## src/rtl/sumador_arbiter.sv

```systemverilog
// Two-requester round-robin front end for a shared pipelined 4-bit adder.
// A tag pipeline follows each issue so results go back to the requester that issued them, in order.
module sumador_arbiter #(
  parameter int LATENCY = 2
) (
  input  logic       clk,
  input  logic       reset,
  input  logic       req0_valid,
  input  logic       req1_valid,
  output logic       req0_ready,
  output logic       req1_ready,
  input  logic [3:0] req0_a,
  input  logic [3:0] req0_b,
  input  logic [3:0] req1_a,
  input  logic [3:0] req1_b,
  output logic [3:0] add_dataA,
  output logic [3:0] add_dataB,
  output logic       add_valid,
  input  logic [3:0] add_sum,
  output logic       rsp0_valid,
  output logic       rsp1_valid,
  output logic [3:0] rsp0_sum,
  output logic [3:0] rsp1_sum,
  output logic [3:0] rsp0_idx,
  output logic [3:0] rsp1_idx,
  output logic       last_grant
);

  logic       ptr_q, ptr_d;
  logic       last_grant_q, last_grant_d;
  logic       add_valid_q, add_valid_d;
  logic [3:0] add_a_q, add_a_d, add_b_q, add_b_d;
  logic       iss_id_q, iss_id_d;
  logic [3:0] iss_idx_q, iss_idx_d;
  logic [3:0] idx0_q, idx0_d, idx1_q, idx1_d;

  logic [LATENCY-1:0]      tag_v_q;
  logic [LATENCY-1:0]      tag_id_q;
  logic [LATENCY-1:0][3:0] tag_idx_q;

  logic       rsp0_valid_q, rsp1_valid_q;
  logic [3:0] rsp0_sum_q, rsp1_sum_q, rsp0_idx_q, rsp1_idx_q;

  logic tail_v, tail_id;
  logic [3:0] tail_idx;
  logic xfer;

  // Grant: the pointer only matters when both requesters are valid.
  always_comb begin
    req0_ready = 1'b0;
    req1_ready = 1'b0;
    if (reset) begin
      if (req0_valid && (!req1_valid || !ptr_q)) req0_ready = 1'b1;
      else if (req1_valid)                       req1_ready = 1'b1;
    end
  end

  assign xfer = req0_ready | req1_ready;

  always_comb begin
    ptr_d        = ptr_q;
    last_grant_d = last_grant_q;
    add_valid_d  = xfer;
    add_a_d      = 4'd0;
    add_b_d      = 4'd0;
    iss_id_d     = 1'b0;
    iss_idx_d    = 4'd0;
    idx0_d       = idx0_q;
    idx1_d       = idx1_q;
    if (req0_ready) begin
      ptr_d        = 1'b1;
      last_grant_d = 1'b0;
      add_a_d      = req0_a;
      add_b_d      = req0_b;
      iss_idx_d    = idx0_q;
      idx0_d       = idx0_q + 4'd1;
    end else if (req1_ready) begin
      ptr_d        = 1'b0;
      last_grant_d = 1'b1;
      add_a_d      = req1_a;
      add_b_d      = req1_b;
      iss_id_d     = 1'b1;
      iss_idx_d    = idx1_q;
      idx1_d       = idx1_q + 4'd1;
    end
  end

  assign tail_v   = tag_v_q[LATENCY-1];
  assign tail_id  = tag_id_q[LATENCY-1];
  assign tail_idx = tag_idx_q[LATENCY-1];

  always_ff @(posedge clk or negedge reset) begin
    if (!reset) begin
      ptr_q        <= 1'b0;
      last_grant_q <= 1'b0;
      add_valid_q  <= 1'b0;
      add_a_q      <= 4'd0;
      add_b_q      <= 4'd0;
      iss_id_q     <= 1'b0;
      iss_idx_q    <= 4'd0;
      idx0_q       <= 4'd0;
      idx1_q       <= 4'd0;
      tag_v_q      <= '0;
      tag_id_q     <= '0;
      tag_idx_q    <= '0;
      rsp0_valid_q <= 1'b0;
      rsp1_valid_q <= 1'b0;
      rsp0_sum_q   <= 4'd0;
      rsp1_sum_q   <= 4'd0;
      rsp0_idx_q   <= 4'd0;
      rsp1_idx_q   <= 4'd0;
    end else begin
      ptr_q        <= ptr_d;
      last_grant_q <= last_grant_d;
      add_valid_q  <= add_valid_d;
      add_a_q      <= add_a_d;
      add_b_q      <= add_b_d;
      iss_id_q     <= iss_id_d;
      iss_idx_q    <= iss_idx_d;
      idx0_q       <= idx0_d;
      idx1_q       <= idx1_d;
      // The issue register is the first stage; the tags cover the adder's LATENCY stages.
      for (int i = LATENCY - 1; i > 0; i--) begin
        tag_v_q[i]   <= tag_v_q[i-1];
        tag_id_q[i]  <= tag_id_q[i-1];
        tag_idx_q[i] <= tag_idx_q[i-1];
      end
      tag_v_q[0]   <= add_valid_q;
      tag_id_q[0]  <= iss_id_q;
      tag_idx_q[0] <= iss_idx_q;
      rsp0_valid_q <= tail_v && !tail_id;
      rsp1_valid_q <= tail_v && tail_id;
      if (tail_v && !tail_id) begin
        rsp0_sum_q <= add_sum;
        rsp0_idx_q <= tail_idx;
      end
      if (tail_v && tail_id) begin
        rsp1_sum_q <= add_sum;
        rsp1_idx_q <= tail_idx;
      end
    end
  end

  assign add_valid  = add_valid_q;
  assign add_dataA  = add_a_q;
  assign add_dataB  = add_b_q;
  assign last_grant = last_grant_q;
  assign rsp0_valid = rsp0_valid_q;
  assign rsp1_valid = rsp1_valid_q;
  assign rsp0_sum   = rsp0_sum_q;
  assign rsp1_sum   = rsp1_sum_q;
  assign rsp0_idx   = rsp0_idx_q;
  assign rsp1_idx   = rsp1_idx_q;

endmodule

```

## config.mk

```make
export PLATFORM = sky130hd
export DESIGN_NAME = sumador_arbiter
export DESIGN_NICKNAME = d
export VERILOG_FILES = /design/src/rtl/sumador_arbiter.sv
export SDC_FILE = /design/constraint.sdc
export NUM_CORES = 1
export LEC_CHECK = 0
export ABC_CLOCK_PERIOD_IN_PS = 1400
export CELL_PAD_IN_SITES_DETAIL_PLACEMENT = 1
export CELL_PAD_IN_SITES_GLOBAL_PLACEMENT = 1
export CORE_MARGIN = 5
export CORE_UTILIZATION = 38
export DETAILED_ROUTE_END_ITERATION = 6
export HOLD_SLACK_MARGIN = 0.02
export PLACE_DENSITY_LB_ADDON = 0.2
export SLEW_MARGIN = 30
export SYNTH_ARGS = -nofsm -noshare
export SYNTH_HDL_FRONTEND = slang
export SYNTH_SLANG_ARGS = --single-unit
```

## constraint.sdc

```tcl
create_clock -name clk -period 1.4 [get_ports clk]
set_input_delay 0.42 -clock clk [delete_from_list [all_inputs] [get_ports clk]]
set_output_delay 0.42 -clock clk [all_outputs]
set_load 0.005 [all_outputs]
```

==> results of run 1 <==
-- worst min path at each step --
stage / endpoint / startpoint / slack [ps]
3_5_place_dp: tag_idx_q[3] / iss_idx_q[3] / 340
3_3_place_gp: tail_idx[0] / tag_idx_q[0] / 330
4_1_cts: idx0_q[3] / reset / 310
5_1_grt: iss_idx_q[2] / reset / 260
6_report: idx1_q[1] / reset / 230
2_1_floorplan: add_dataA[0] / reset / 120
-- critical path: stages (launching register included) --
cell and delay [ps]:
dfrtp_1 390, buf_4 140, and2b_2 240, nor2_4 40, buf_2 120
-- per-layer routing --
| metal | routed length (um) | track usage [%] | vias up | share of wire [%] |
|---|---|---|---|---|
| li1 | - | - | 563 | - |
| met1 | 1610 | 15.4 | 634 | 39 |
| met2 | 2260 | 26.2 | 31 | 54 |
| met3 | 239 | 4.48 | 5 | 5.7 |
| met4 | 65 | 5.57 | 0 | 1.6 |
| met5 | 0 | 0 | - | 0 |
-- cells in the mapped netlist --
cell type  number  area [um^2]
and4_1          1         8.76
and2b_1         1         7.51
ha_1            2         25.0
nor3b_1         1         7.51
dfrtp_1        54         1350
inv_1           1         3.75
nand2_2         1         6.26
xnor2_1         1         8.76
and3_1          2         12.5
nand4_1         1         6.26
nor2_1          2         7.51
nor3_1          1         5.00
a31oi_1         1         6.26
buf_2           1         5.00
mux2_2         18          203
nand3_1         1         5.00
buf_6           3         33.8
nor2_4          1         11.3
nand2_1         2         7.51
xor2_1          5         43.8
a21oi_1         2         10.0
nor2b_1         1         6.26
a22o_1         12          105
o21a_1          1         7.51
-- power breakdown --
group	switching, uW	internal, uW	total (uW)
logic	314	608	923
clock network	489	573	1060
registers	223	1920	2140
-- stage by stage --
step           TNS [ps]  hold slack [ps]  power [uW]  setup slack [ps]
6_report          -1970              228        4120              -243
5_1_grt           -3130              258        4360              -318
4_1_cts            -626              314        4080              -260
3_5_place_dp     -10000              336        3050              -793
3_3_place_gp      -9240              333        2990              -796
2_1_floorplan         0              124        2490              81.7
-- layout make-up --
type / count / area share, %
sequential: 54 / 48.1
clock inverter: 1 / 1.07
multi-input combinational: 57 / 18.3
clock buffer: 6 / 2.94
inverter: 1 / 0.134
timing repair buffer: 77 / 26.5
tap: 67 / 2.98
-- flip-flops by register name, summed over array words and instances (netlist names), 4 cells and up --
register	cells
add_dataA	4
add_dataB	4
idx0_q	4
idx1_q	4
iss_idx_q	4
rsp0_idx	4
rsp0_sum	4
rsp1_idx	4
rsp1_sum	4
tag_idx_q	4
tail_idx	4
-- placed cells by master, fill, tap and decap left out, types with 2 or more instances in the layout --
| cell type | Yosys | final |
|---|---|---|
| ha_1 | 2 | 2 |
| clkdlybuf4s50_1 | 0 | 20 |
| buf_2 | 1 | 2 |
| dlygate4sd2_1 | 0 | 8 |
| buf_6 | 3 | 3 |
| buf_12 | 0 | 3 |
| nand2_2 | 1 | 2 |
| xor2_1 | 5 | 5 |
| clkdlybuf4s15_1 | 0 | 22 |
| a22o_1 | 12 | 12 |
| buf_4 | 0 | 18 |
| clkbuf_8 | 0 | 6 |
| a21oi_1 | 2 | 2 |
| mux2_2 | 18 | 17 |
| dfrtp_1 | 54 | 54 |
-- cell families after synthesis --
| logic type | count (synthesis) |
|---|---|
| DFF | 54 |
| muxes | 18 |
| AOI/OAI and AO/OA | 16 |
| and+or+nand+nor | 15 |
| xor gates and xnor gates | 6 |
| buffers and inverters | 5 |
| adders and majority gates | 2 |
-- repair_timing --
| item | 4_1_cts | 5_1_grt |
|---|---|---|
| setup buffers | 9 | 6 |
| gates resized for setup | 49 | 24 |
| pin swaps | 4 | 0 |
| endpoints found under the setup margin | 46 | 35 |
==> run_results.csv, run 1 <==
group,metric,value,unit
grt,grtUsageTotal,14.4,%
route,drt_iter0_drc,33,
floorplanning,dieArea,6500,um^2
power,power_density,1470,nW/um^2
setup_path,crit_required,980,ps
final_layout,drive_gt1_share,29.6,%
synthesis,synth_nets,142,
sta,worstMarginPinSlew,514,ps
setup_path,r2r_end,"iss_idx_q[3]",
sta,final.setup.worst_slack,-243,ps
setup_path,rr_worst_depth,8,
grt,grt_max_degree,61,
final_layout,fillers,464,
setup_path,timing.rr.start,"ptr_q",
sta,fin_skew,7.02,ps
setup_path,regToRegSetupSlack,-160,ps
place,routabilityCongestion,0.713,
clock_network,clock_sinks,54,
setup_path,arrival,1220,ps
place,placed_area,2530,um^2
place,dpl.hpwl,2880,um
route,num_vias,1233,
sta,slew_violations,0,
final_layout,multiInputGateArea,515,um^2
grt,grt_pass1_vias,1422,
hold_path,hp-class,"in -> async",
clock_network,cts.reportedPaths.clkPinSlew,90,ps
route,ant_nets,0,
place,placed_cells,241,
setup_path,crit_type,"reg -> out",
clock_network,htree_levels,2,
final_layout,finalNonFillerCells,263,
sta,finalSetupViolations,18,
synthesis,ys_ff_latch,54,
synthesis,synthMuxAreaShare,10.7,%
outcome,status,"finished with violations",
route,post_drt_wl_per_cell,15.9,um
synthesis,post_synth_inst_count,116,
synthesis,yosysUniqueCellTypes,24,
sta,hold_viol,0,
synthesis,synth_compound_area_share,6.80,%
grt,antenna_found_initial,0,
place,portBuffers,53,
final_layout,layout.area.seq,1350,um^2
clock_network,cts_made_buffers,5,
setup_path,startpoint,"ptr_q",
clock_network,root_buffer,"clkbuf_8",
final_layout,design_area,2810,um^2
route,drc,0,
route,totalWireLength,4170,um
synthesis,synth_area,1890,um^2
floorplanning,start_util,39.6,%
synthesis,synth_fa_ha_area_share,1.32,%
sta,max_freq,609,MHz
clock_network,holdBufCountCts,0,
final_layout,n_antenna_cell,0,
clock_network,clock_latency,310,ps
synthesis,seq_area_frac_synth,71.3,%
sta,min_period_over_period,117,%
setup_path,crit_fanout,2,
route,drtPass1Iterations,2,
flow_run,drv_cap,0,
sta,slew_headroom,65.7,%
synthesis,synth_xor_xnor_area_share,2.77,%
clock_network,cts_tree,"yes",
route,routed_via_density,4.69,
power,peakVddDrop,693,uV
setup_path,cp-end-kind,"output pin",
setup_path,startpoint_type,"flip-flop",
synthesis,synth_warnings,0,
grt,grt-ovfl-total,0,
floorplanning,chipHeight,80.6,um
final_layout,layout.nets,222,
floorplanning,num_rows,25,
final_layout,final_core_util,58.7,%
power,p_leak,0.00135,uW
sta,period_needed,1640,ps
synthesis,synth_top_family_by_area,"multiplexers",
outcome,violations,"setup timing",
synthesis,syn_area_per_cell,16.3,um^2
setup_path,crit_end,"req1_ready",
final_layout,syn_to_final_growth,48.4,%
grt,grt_pass1_wl,6890,um
floorplanning,die_w,80.6,um
sta,rsz0062_at_grt,"true",
clock_network,cts_buffer_depth,2,
floorplanning,ios,54,
synthesis,yosys.area_share.simple,4.82,%
floorplanning,core,4790,um^2
Power figures use the tool's default switching activity.
==> run 2: changes to the inputs <==
--- a/config.mk
+++ b/config.mk
@@ -13,6 +13,7 @@
 export DETAILED_ROUTE_END_ITERATION = 6
 export HOLD_SLACK_MARGIN = 0.02
 export PLACE_DENSITY_LB_ADDON = 0.2
+export REMOVE_ABC_BUFFERS = 1
 export SLEW_MARGIN = 30
 export SYNTH_ARGS = -nofsm -noshare
 export SYNTH_HDL_FRONTEND = slang
==> constraint.sdc (replaced) <==
create_clock -name clk -period 1.4 [get_ports clk]
set_input_delay 0.28 -clock clk [delete_from_list [all_inputs] [get_ports clk]]
set_output_delay 0.28 -clock clk [all_outputs]
set_load 0.005 [all_outputs]
==> run_results.csv, run 2 (synthesis gave the netlist of run 1 again) <==
group,metric,value,unit
outcome,status,"finished with violations",
outcome,violations,"setup timing",
clock_network,cts.reportedPaths.clkPinSlew,100,ps
hold_path,hp-class,"reg -> reg",
sta,slew_headroom,73.6,%
place,dpl.hpwl,2850,um
clock_network,htree_levels,2,
sta,final.setup.worst_slack,-45.0,ps
floorplanning,die_w,80.6,um
sta,min_period_over_period,103,%
sta,hold_viol,0,
power,power,3970,uW
flow_run,drv_cap,0,
clock_network,clock_latency,300,ps
final_layout,final_common_cell,"dfrtp_1",
grt,antenna_found_initial,0,
floorplanning,dieArea,6500,um^2
place,portBuffers,53,
sta,tns,-58.6,ps
floorplanning,num_rows,25,
floorplanning,ios,54,
clock_network,cts_made_buffers,5,
place,place_ws,-523,ps
route,drt_iter0_drc,36,
route,totalWireLength,3940,um
grt,grt-ovfl-total,0,
final_layout,drive_gt1_share,26.2,%
place,placed_cells,244,
setup_path,crit_type,"reg -> out",
route,post_drt_wl_per_cell,15.3,um
power,peakVddDrop,752,uV
clock_network,root_buffer,"clkbuf_8",
sta,finalSetupViolations,2,
setup_path,arrival,1160,ps
sta,slew_violations,0,
sta,fin_skew,9.09,ps
setup_path,startpoint_type,"flip-flop",
place,routabilityCongestion,0.747,
floorplanning,chipHeight,80.6,um
grt,grtUsageTotal,13.1,%
route,num_vias,1211,
setup_path,cp-end-kind,"output pin",
grt,grt_pass1_vias,1359,
final_layout,syn_to_final_growth,42.1,%
setup_path,crit_required,1120,ps
sta,period_needed,1440,ps
clock_network,cts_buffer_depth,2,
route,drtPass1Iterations,2,
final_layout,n_antenna_cell,0,
setup_path,crit_fanout,3,
grt,grt_pass1_wl,6400,um
floorplanning,core,4790,um^2
floorplanning,start_util,39.6,%
final_layout,final_cell_mix,"dfrtp_1, dlygate4sd2_1, clkdlybuf4s50_1",
sta,max_freq,692,MHz
sta,rsz0062_at_grt,"true",
route,ant_nets,0,
route,drc,0,
grt,grt_max_degree,44,
clock_network,cts_tree,"yes",
clock_network,clock_sinks,54,
route,routed_via_density,4.69,
sta,worstMarginPinSlew,395,ps
final_layout,finalNonFillerCells,258,
power,power_density,1480,nW/um^2
final_layout,layout.nets,216,
power,p_leak,0.00134,uW
==> run 2: changes by cell type in the layout (fill, tap and decap cells not counted), sizes merged <==
cell / delta
dlygate4sd2: +22
clkdlybuf4s15: -22
buf: -7
clkinvlp: +1
dlygate4sd3: +1
==> run 2: power breakdown <==
part	internal, uW	switching (uW)
clock network	534	491
logic	517	296
registers	1920	217
==> run 2: metrics by stage <==
| stage | instance area [um^2] | util [%] | hold slack (ps) |
|---|---|---|---|
| 6_report | 2690 | 56.2 | 349 |
| 3_5_place_dp | 2550 | 53.4 | 201 |
| 4_1_cts | 2670 | 55.7 | 357 |
| 5_1_grt | 2690 | 56.2 | 359 |
| 2_1_floorplan | 1860 | - | -15.6 |
| 3_3_place_gp | 2550 | 53.4 | 195 |
==> run 2: final cells by class <==
class                           instances  area (um^2)
Fill cell                             494         2090
Sequential cell                        54         1350
Timing Repair Buffer                   71          633
Multi-Input combinational cell         57          509
Tap cell                               67         83.8
Clock buffer                            6         72.6
Clock inverter                          2         37.5
Inverter                                1         3.75
==> run 2: worst max-delay path, cell delays in order (launching register included) <==
cell and delay, ps:
dfrtp_1 390, and2b_2 260, nor2_4 100, buf_2 120
==> run 2: layer usage <==
metal  routed length [um]  up-vias  global-route usage (%)
met1                 1610      606                    15.0
met3                  238        9                    3.14
met4                   79        0                    6.08
li1                     -      555                       -
met2                 2020       41                    22.9
met5                    0        -                       0
==> run 2: final timing paths <==
check	startpoint	to	slack, ps	depth (start not counted)
max	ptr_q	req1_ready	-40	3
min	tag_idx_q[0]	tail_idx[0]	350	0
max reg2reg	ptr_q	idx1_q[1]	-10	4
min reg2reg	tag_idx_q[0]	tail_idx[0]	350	0
max in group asynchronous	reset	iss_idx_q[1]	280	4
min in group asynchronous	reset	last_grant	510	3
==> run 2: timing repair <==
action | 4_1_cts | 5_1_grt
hold buffers | 1 | 0
pin swaps | 2 | 1
gates resized for setup | 41 | 4
endpoints found under the setup margin | 32 | 48
setup buffers | 4 | 1
gates cloned | 0 | 0
hold endpoints to repair | 11 | 0
